$ cat config.mk
export PLATFORM = sky130hd
export DESIGN_NAME = fetch_stage
export DESIGN_NICKNAME = d
export VERILOG_FILES = /design/src/rtl/fetch_stage.sv
export SDC_FILE = /design/constraint.sdc
export NUM_CORES = 1
export LEC_CHECK = 0
export BUFFER_PORTS_ARGS = -buffer_cell sky130_fd_sc_hd__buf_2
export CORE_ASPECT_RATIO = 1.5
export CORE_MARGIN = 3
export CORE_UTILIZATION = 40
export DETAILED_ROUTE_END_ITERATION = 12
export GPL_TIMING_DRIVEN = 0
export PLACE_DENSITY = 0.69
export SYNTH_ARGS = -nofsm -noshare
export SYNTH_HDL_FRONTEND = slang
export SYNTH_SLANG_ARGS = --single-unit
export TNS_END_PERCENT = 50
$ cat constraint.sdc
create_clock -name clk -period 2.3 [get_ports clk]
set_input_delay 0.46 -clock clk [delete_from_list [all_inputs] [get_ports clk]]
set_output_delay 0.46 -clock clk [all_outputs]
set_load 0.01 [all_outputs]
$ cat src/rtl/fetch_stage.sv
// -----------------------------------------------------------------------------
// fetch_stage
//
// Instruction-fetch front end feeding the decode stage. It owns the fetch PC,
// issues one outstanding read at a time to instruction memory, and captures
// the returned word into a single IF/ID register that decode drains with a
// valid/ready handshake. Redirects from branch/jump resolution replace the
// fetch PC, flush IF/ID and discard any response made stale by the redirect.
//
// Handshake: the IF/ID register is transferred to decode in every cycle where
// if_valid && id_ready. While if_valid && !id_ready, if_valid, if_pc and
// if_instr hold their values. A new memory request is only issued when the
// IF/ID register is empty or draining in the same cycle, so a returning word
// always finds the register free.
//
// Ports:
//   clk, reset              clock, synchronous active-high reset
//   imem_req, imem_addr     read request pulse and address (= fetch_pc)
//   imem_rvalid, imem_rdata read response
//   redirect_valid/_pc      change of flow; redirect_pc[1:0] are ignored
//   id_ready                decode accepts IF/ID this cycle
//   if_valid/if_pc/if_instr IF/ID register contents
//   fetch_pc                current fetch PC
//   perf_stall_cnt          decode-stall cycle counter
//
// Configuration macro: FETCH_PERF_EN builds the saturating stall counter;
// without it perf_stall_cnt is tied to zero.
//
// The FSM state is held in the internal signal 'state' (S_REQ/S_WAIT/S_DROP).
// -----------------------------------------------------------------------------
module fetch_stage #(
  parameter int              XLEN      = 32,
  parameter logic [XLEN-1:0] RESET_PC  = 32'h0000_0000,
  parameter logic [XLEN-1:0] NOP_INSTR = 32'h0000_0013
) (
  input  logic            clk,
  input  logic            reset,
  output logic            imem_req,
  output logic [XLEN-1:0] imem_addr,
  input  logic            imem_rvalid,
  input  logic [XLEN-1:0] imem_rdata,
  input  logic            redirect_valid,
  input  logic [XLEN-1:0] redirect_pc,
  input  logic            id_ready,
  output logic            if_valid,
  output logic [XLEN-1:0] if_pc,
  output logic [XLEN-1:0] if_instr,
  output logic [XLEN-1:0] fetch_pc,
  output logic [15:0]     perf_stall_cnt
);

  typedef enum logic [1:0] {
    S_REQ  = 2'd0,
    S_WAIT = 2'd1,
    S_DROP = 2'd2
  } state_t;

  localparam logic [XLEN-1:0] PC_STEP = XLEN'(4);

  state_t          state;
  state_t          state_next;
  logic [XLEN-1:0] redirect_target;
  logic            capture;
  logic            unused_redirect_lo;

  assign redirect_target    = {redirect_pc[XLEN-1:2], 2'b00};
  assign unused_redirect_lo = ^redirect_pc[1:0];
  assign imem_addr          = fetch_pc;

  // A response is only kept when it belongs to the current fetch PC.
  assign capture = (state == S_WAIT) && imem_rvalid && !redirect_valid;

  // ---------------------------------------------------------------------------
  // FSM: state register
  // ---------------------------------------------------------------------------
  always_ff @(posedge clk) begin
    if (reset) state <= S_REQ;
    else       state <= state_next;
  end

  // ---------------------------------------------------------------------------
  // FSM: next state
  // ---------------------------------------------------------------------------
  always_comb begin
    state_next = state;
    case (state)
      S_REQ: begin
        if (imem_req) state_next = S_WAIT;
      end
      S_WAIT: begin
        // A redirect with no response yet leaves a stale read in flight.
        if (imem_rvalid)         state_next = S_REQ;
        else if (redirect_valid) state_next = S_DROP;
      end
      S_DROP: begin
        if (imem_rvalid) state_next = S_REQ;
      end
      default: state_next = S_REQ;
    endcase
  end

  // ---------------------------------------------------------------------------
  // FSM: outputs
  // ---------------------------------------------------------------------------
  always_comb begin
    imem_req = 1'b0;
    if (state == S_REQ)
      imem_req = !reset && !redirect_valid && (!if_valid || id_ready);
  end

  // ---------------------------------------------------------------------------
  // Fetch PC and IF/ID register
  // ---------------------------------------------------------------------------
  always_ff @(posedge clk) begin
    if (reset) begin
      fetch_pc <= RESET_PC;
      if_valid <= 1'b0;
      if_pc    <= RESET_PC;
      if_instr <= NOP_INSTR;
    end else if (redirect_valid) begin
      // Redirect outranks capture and drain; if_pc is left as-is.
      fetch_pc <= redirect_target;
      if_valid <= 1'b0;
      if_instr <= NOP_INSTR;
    end else if (capture) begin
      fetch_pc <= fetch_pc + PC_STEP;
      if_valid <= 1'b1;
      if_pc    <= fetch_pc;
      if_instr <= imem_rdata;
    end else if (if_valid && id_ready) begin
      if_valid <= 1'b0;
      if_instr <= NOP_INSTR;
    end
  end

  // ---------------------------------------------------------------------------
  // Decode-stall counter
  // ---------------------------------------------------------------------------
`ifdef FETCH_PERF_EN
  logic [15:0] stall_cnt;

  always_ff @(posedge clk) begin
    if (reset)
      stall_cnt <= 16'h0000;
    else if (if_valid && !id_ready && (stall_cnt != 16'hFFFF))
      stall_cnt <= stall_cnt + 16'h0001;
  end

  assign perf_stall_cnt = stall_cnt;
`else
  assign perf_stall_cnt = 16'h0000;
`endif

endmodule

==> metrics.md, run 1 <==
| Metric | Value |
|---|---|
| Outcome | `complete, no violations` |
| RSZ-0062 raised after global routing | `no` |
| Distinct cell type count after synthesis | `50` |
| Hold crit path type | `primary input to flip-flop` |
| Critical path capture point type | `flip-flop` |
| Non-Filler Instances | `902` |
| First-pass GRT wire length | `21500 um` |
| R2R Path End | `fetch_pc[16]` |
| VDD IR max | `0.000387 V` |
| Avg WL per Cell | `14.8 um` |
| Met1 usage | `0.236` |
| DRC Markers | `0` |
| Die width | `91.4 um` |
| WP data required | `2.55 ns` |
| Post-synth top area cell | `dfxtp_1` |
| Initial antenna violation count | `0` |
| Overflow after GRT | `0` |
| Number of global-route vias before repair | `4440` |
| Hold Vio Cnt, Final | `0` |
| Cell count after synthesis | `529` |
| Nets@finish | `823` |
| Hold Path Depth | `3` |
| Final min period | `2.15 ns` |
| Yosys top cell area share | `0.435` |
| Clock buffer count from CTS | `9` |
| Design Area, Final | `5890 um^2` |
| Power share of the clock group | `0.379` |
| Die Y | `134 um` |
| Gr usage total | `0.215` |
| Slew @ Worst Pin | `0.602 ns` |
| Largest fanout on the critical path | `10` |
| Fmax achieved | `466 MHz` |
| GRT busiest layer | `met2` |
| Critical-path top delay cell | `or4_1` |
| Ant. Diodes | `0` |
| R2R Setup Slk | `0.15 ns` |
| FFs w/ async S/R, synth | `0` |
| Leak | `2.66 nW` |
| Synth Area per Inst | `8.27 um^2` |
| FF-to-FF path depth | `6` |
| Switching power | `0.000962 W` |
| Cell Chain, Critical Path | `nand4_1 -> or2_0 -> clkbuf_1 -> buf_2 -> or4_1 -> a311oi_1` |
| Setup CP Type | `flip-flop to flip-flop` |
| Total number of vias | `4554` |
| Starting DRT DRC Count | `201` |
| Cell Area, Placed | `5580 um^2` |
| Top cells by area, synth | `dfxtp_1, buf_4, nand2_1, nor2_1, a22oi_1` |
| Hold_ws | `0.353 ns` |
| Synthesized flop and latch total | `95` |
| Row count | `46` |
| Worst hold start | `imem_rdata[0]` |
| Slew HR | `0.598` |
| Seq/Total Area, Yosys | `0.435` |
| Largest stage delay on the critical path | `0.48 ns` |
| Clock Sinks | `95` |
| WP data arrival | `2.39 ns` |
| # hold bufs at CTS | `0` |
| Max Transition Viols Final | `0` |
| Reg power frac | `0.493` |
| Layout cells sized above 1 | `0.361` |
| Root Buffer | `clkbuf_16` |
| Gp weighted congestion | `0.844` |
| Synth Cell Area | `4370 um^2` |
| GRT met2 Usage | `0.387` |
| Power Density | `613 nW/um^2` |
| Antenna viol nets, final | `0` |
| Initial Util | `0.411` |
| Hpwl dp | `10400 um` |
| Post-synth EDFFs | `0` |
| Core area | `10600 um^2` |
| Final period utilization | `0.933` |
| Post-Place Cells | `884` |
| Die Area | `12300 um^2` |
| Port bufs | `190` |
| Internal power | `0.00265 W` |
| Fillers | `1027` |
| H-tree Lvls | `3` |
| Area grow syn2layout | `34.6%` |
| CTS clk-pin slew, worst paths | `0.07 ns` |
| Ys flop type | `dfxtp_1` |
| Ports | `215` |
| Combinational Power Share | `0.127` |
| # setup viols final | `0` |
| Sw Ratio | `0.266` |
| TritonCTS clock tree | `yes` |
| Largest net degree at the start of global routing | `17` |
| Bufs on Longest Clock Path | `2` |
| Crit start category | `flip-flop` |
| TritonRoute pass-1 iters | `5` |
| Met3 usage | `0.0505` |
| FF-to-FF Start | `fetch_pc[12]` |
| Total of max-cap violations | `0` |
| Total power | `0.00361 W` |
| WL final | `13300 um` |
| Drt via density | `5.05` |
| Synth warn | `0` |
| Setup Skew | `0.00729 ns` |
| WHS Endpoint | `if_instr[0]` |
| Worst-Skew Late Latency | `0.34 ns` |
-- sequential cells by signal (all words and copies together), names as in the netlist --
name and flops:
state 2, if_valid 1, if_instr 32, if_pc 30, fetch_pc 30
-- stage by stage --
step,setup WS (ns),util,setup TNS (ns)
global placement,0.00284,0.524,0
CTS,0.0457,0.551,0
global route,0.00194,0.553,0
detailed placement,-0.111,0.524,-1.01
finish,0.154,0.553,0
floorplan,0.328,-,0
-- area by class of cell --
type	instances	area [um^2]	area share
inverter	9	33.8	0.00574
buffer	89	533	0.0905
clock buffer	9	225	0.0382
clock inverter	7	47.5	0.00807
tap	144	180	0.0306
sequential	95	1910	0.324
timing repair buffer	193	973	0.165
multi-input combinational	356	1990	0.338
-- cells by family after synthesis --
| logic type | Yosys count | share of synthesized area |
|---|---|---|
| AOI/OAI and AO/OA | 121 | 0.189 |
| muxes | 1 | 0.00257 |
| xor gates and xnor gates | 6 | 0.0120 |
| other | 1 | 0.000857 |
| and+or+nand+nor | 205 | 0.227 |
| buffers and inverters | 99 | 0.130 |
| DFF | 95 | 0.435 |
| adders and majority gates | 1 | 0.00286 |
-- worst max-delay path: cells and delay by family (launching register included) --
kind            cells  cell delay [ns]
simple gates        3             0.96
flops               1             0.43
buf+inv             2             0.41
compound gates      1             0.25
-- cell usage in the layout, fill, tap and decap left out, types with 10 or more instances in the layout --
cell | netlist | layout
nand3_1 | 10 | 10
a311oi_1 | 20 | 20
clkbuf_1 | 34 | 32
o31ai_1 | 10 | 10
a21oi_1 | 35 | 35
nor2_1 | 59 | 59
or4_1 | 11 | 11
buf_4 | 52 | 55
dfxtp_1 | 95 | 92
a22oi_1 | 29 | 29
buf_2 | 2 | 193
nand2_1 | 78 | 78
conb_1 | 1 | 22
-- power groups by stage --
stage / Sequential, W / Clock, W / Combinational (W)
2_1_floorplan: 0.00181 / 0 / 0.000256
3_3_place_gp: 0.00181 / 0 / 0.000453
3_5_place_dp: 0.00182 / 0 / 0.000461
4_1_cts: 0.00178 / 0.00140 / 0.000463
5_1_grt: 0.00179 / 0.00148 / 0.000505
6_report: 0.00178 / 0.00137 / 0.000460
-- cells in the mapped netlist (4+ instances only) --
| library cell | count |
|---|---|
| a21oi_1 | 35 |
| dfxtp_1 | 95 |
| nand3_1 | 10 |
| a22oi_1 | 29 |
| and3_1 | 4 |
| a311oi_1 | 20 |
| clkbuf_1 | 34 |
| or3_1 | 6 |
| buf_4 | 52 |
| a2111oi_0 | 4 |
| nor2_1 | 59 |
| o31ai_1 | 10 |
| nand4_1 | 9 |
| a211oi_1 | 7 |
| inv_1 | 9 |
| nand2_1 | 78 |
| nor3_1 | 4 |
| xor2_1 | 4 |
| o21ai_0 | 9 |
| or4_1 | 11 |
-- layer usage --
metal / routed length [um] / part of all wire
met5: 0 / 0
met2: 6850 / 0.52
met4: 406 / 0.031
met1: 5120 / 0.38
met3: 928 / 0.070
-- worst max path at each step --
stage / depth (start not counted) / to / start / slack (ns)
after floorplan: 4 / fetch_pc[28] / fetch_pc[16] / 0.33
after global placement: 8 / if_instr[22] / redirect_valid / 0.003
after detailed placement: 8 / if_instr[22] / redirect_valid / -0.11
after CTS: 6 / fetch_pc[16] / fetch_pc[11] / 0.05
after global routing: 4 / fetch_pc[26] / fetch_pc[19] / 0.002
final: 6 / fetch_pc[16] / fetch_pc[12] / 0.15
-- what timing repair did --
action | CTS | global route
resized for setup | 2 | 4
buffers inserted | 0 | 3
pin swaps | 0 | 3
endpoints found under the setup margin | 11 | 17
(Power assumes the default switching activity.)
==> run 2, diff against run 1 <==
==> constraint.sdc (replaced) <==
create_clock -name clk -period 2.17 [get_ports clk]
set_input_delay 0.434 -clock clk [delete_from_list [all_inputs] [get_ports clk]]
set_output_delay 0.434 -clock clk [all_outputs]
set_load 0.01 [all_outputs]
==> run 2 against run 1 <==
Combinational power rose by 5.9%. Sequential share of layout area barely moved. Register-to-register slack barely moved. Sequential power rose by 6%. Clock power rose by 6%.
==> metrics.md, run 2 (same netlist as run 1, synthesis figures left out) <==
| Metric | Value |
|---|---|
| Total number of vias | `4574` |
| CTS clk-pin slew, worst paths | `0.07 ns` |
| Largest fanout on the critical path | `6` |
| Worst-Skew Late Latency | `0.34 ns` |
| Design Area, Final | `5930 um^2` |
| Antenna viol nets, final | `0` |
| Largest net degree at the start of global routing | `17` |
| Crit start category | `flip-flop` |
| Most common cell after layout, fill and taps aside | `buf_2` |
| Die Y | `134 um` |
| Power Density | `647 nW/um^2` |
| Power share of the clock group | `0.379` |
| Layout cells sized above 1 | `0.383` |
| Fillers | `1021` |
| Core area | `10600 um^2` |
| Slew HR | `0.604` |
| Total of max-cap violations | `0` |
| Nets@finish | `824` |
| Delay-heaviest family, CP | `simple AND/OR/NAND/NOR gates` |
| Overflow after GRT | `0` |
| Gp weighted congestion | `0.844` |
| Hold crit path type | `primary input to flip-flop` |
| Slew @ Worst Pin | `0.595 ns` |
| Die Area | `12300 um^2` |
| Area grow syn2layout | `35.5%` |
| Top flop regs | `if_instr: 32 flops, fetch_pc: 30 flops, if_pc: 30 flops` |
| Internal power | `0.00281 W` |
| Post-Place Cells | `884` |
| # setup viols final | `0` |
| Setup CP Type | `flip-flop to flip-flop` |
| Max reg flops | `32` |
| Initial Util | `0.411` |
| First-pass GRT wire length | `21500 um` |
| Most frequent cells in the layout | `buf_2, dfxtp_1, nand2_1, nor2_1, buf_4` |
| Starting DRT DRC Count | `238` |
| DRC Markers | `0` |
| Largest stage delay on the critical path | `0.48 ns` |
| Hold Path Depth | `3` |
| WL final | `13300 um` |
| Hpwl dp | `10400 um` |
| FF-to-FF Start | `fetch_pc[25]` |
| H-tree Lvls | `3` |
| Clock Sinks | `95` |
| RSZ-0062 raised after global routing | `no` |
| Gr usage total | `0.216` |
| Critical-path top delay cell | `or3_2` |
| Cell Area, Placed | `5580 um^2` |
| WP data required | `2.41 ns` |
| # hold bufs at CTS | `0` |
| Ant. Diodes | `0` |
| Buffers & Inverters on Critical Path | `0` |
| Max Transition Viols Final | `0` |
| Final Util | `0.557` |
| Port bufs | `190` |
| Critical path capture point type | `flip-flop` |
| Initial antenna violation count | `0` |
| Pre-CTS WS | `-0.215 ns` |
| Outcome | `complete, no violations` |
| Drt via density | `5.07` |
| Ports | `215` |
| Worst hold start | `imem_rdata[0]` |
| Most flops, register | `if_instr` |
| TritonRoute pass-1 iters | `5` |
| Number of global-route vias before repair | `4444` |
| Root Buffer | `clkbuf_16` |
| Sw Ratio | `0.266` |
| Cell Chain, Critical Path | `nand4_1 -> or3_2 -> or4_1 -> a311oi_1` |
| Row count | `46` |
| Leak | `2.67 nW` |
| Final period utilization | `0.927` |
| Avg WL per Cell | `14.8 um` |
| R2R Path End | `fetch_pc[26]` |
| Hold Vio Cnt, Final | `0` |
| WP data arrival | `2.25 ns` |
| Non-Filler Instances | `903` |
| Setup Skew | `0.00741 ns` |
| FF-to-FF path depth | `4` |
| R2R Setup Slk | `0.16 ns` |
| Switching power | `0.00102 W` |
| Combinational Power Share | `0.127` |
| Bufs on Longest Clock Path | `2` |
| TritonCTS clock tree | `yes` |
| Clock buffer count from CTS | `9` |
| Die width | `91.4 um` |
| WHS Endpoint | `if_instr[0]` |
| VDD IR max | `0.000391 V` |
| Reg power frac | `0.494` |
| Fmax achieved | `497 MHz` |
| Final min period | `2.01 ns` |
| Final setup margin | `0.159 ns` |
[run 2: changes by cell type in the layout (fill, tap and decap cells not counted), sizes merged]
cell / change
clkbuf: +1
[run 2: per-stage QoR]
step / setup TNS, ns / total power [W] / hold slack (ns)
global placement: -1.04 / 0.00240 / 0.440
floorplan: 0 / 0.00219 / 0.481
finish: 0 / 0.00383 / 0.325
global route: 0 / 0.00401 / 0.338
detailed placement: -2.24 / 0.00241 / 0.445
CTS: 0 / 0.00386 / 0.318
[run 2: final cells by class]
class	instances	area, um^2	area share
Tap cell	144	180	0.0304
Inverter	9	33.8	0.00570
Sequential cell	95	1920	0.324
Clock buffer	9	225	0.0380
Buffer	88	533	0.0899
Timing Repair Buffer	195	988	0.167
Multi-Input combinational cell	356	2000	0.337
Clock inverter	7	47.5	0.00802
[run 2: worst max path at each step]
stage	start	end	slack, ns	cells past startpoint
finish	fetch_pc[25]	fetch_pc[26]	0.16	4
global route	fetch_pc[25]	fetch_pc[30]	0.006	4
CTS	fetch_pc[10]	fetch_pc[16]	0.01	6
detailed placement	redirect_valid	if_instr[22]	-0.22	8
global placement	redirect_valid	if_instr[22]	-0.10	8
floorplan	fetch_pc[16]	fetch_pc[28]	0.20	4
[run 2: power groups by stage]
stage | sequential (W) | combinational, W | clock [W]
6_report | 0.00189 | 0.000487 | 0.00145
5_1_grt | 0.00190 | 0.000536 | 0.00157
4_1_cts | 0.00189 | 0.000491 | 0.00148
3_5_place_dp | 0.00192 | 0.000488 | 0
3_3_place_gp | 0.00192 | 0.000480 | 0
2_1_floorplan | 0.00192 | 0.000272 | 0
[run 2: per-layer routing]
metal,vias up,wire [um],GRT usage,share of wire
li1,2258,-,-,-
met1,2076,5020,0.237,0.38
met2,208,6890,0.388,0.52
met3,32,984,0.0505,0.074
met4,0,439,0.0998,0.033
met5,-,0,0,0
[run 2: worst min-delay path: stages]
cell and delay (ns):
buf_2 0.07, o22ai_1 0.07, nand2_1 0.06
[run 2: what timing repair did]
action                     in CTS  in global routing
setup buffers                   0                  5
pin swaps                       1                  3
gates cloned                    0                  0
setup endpoints to repair      14                 51
resized for setup               6                 17
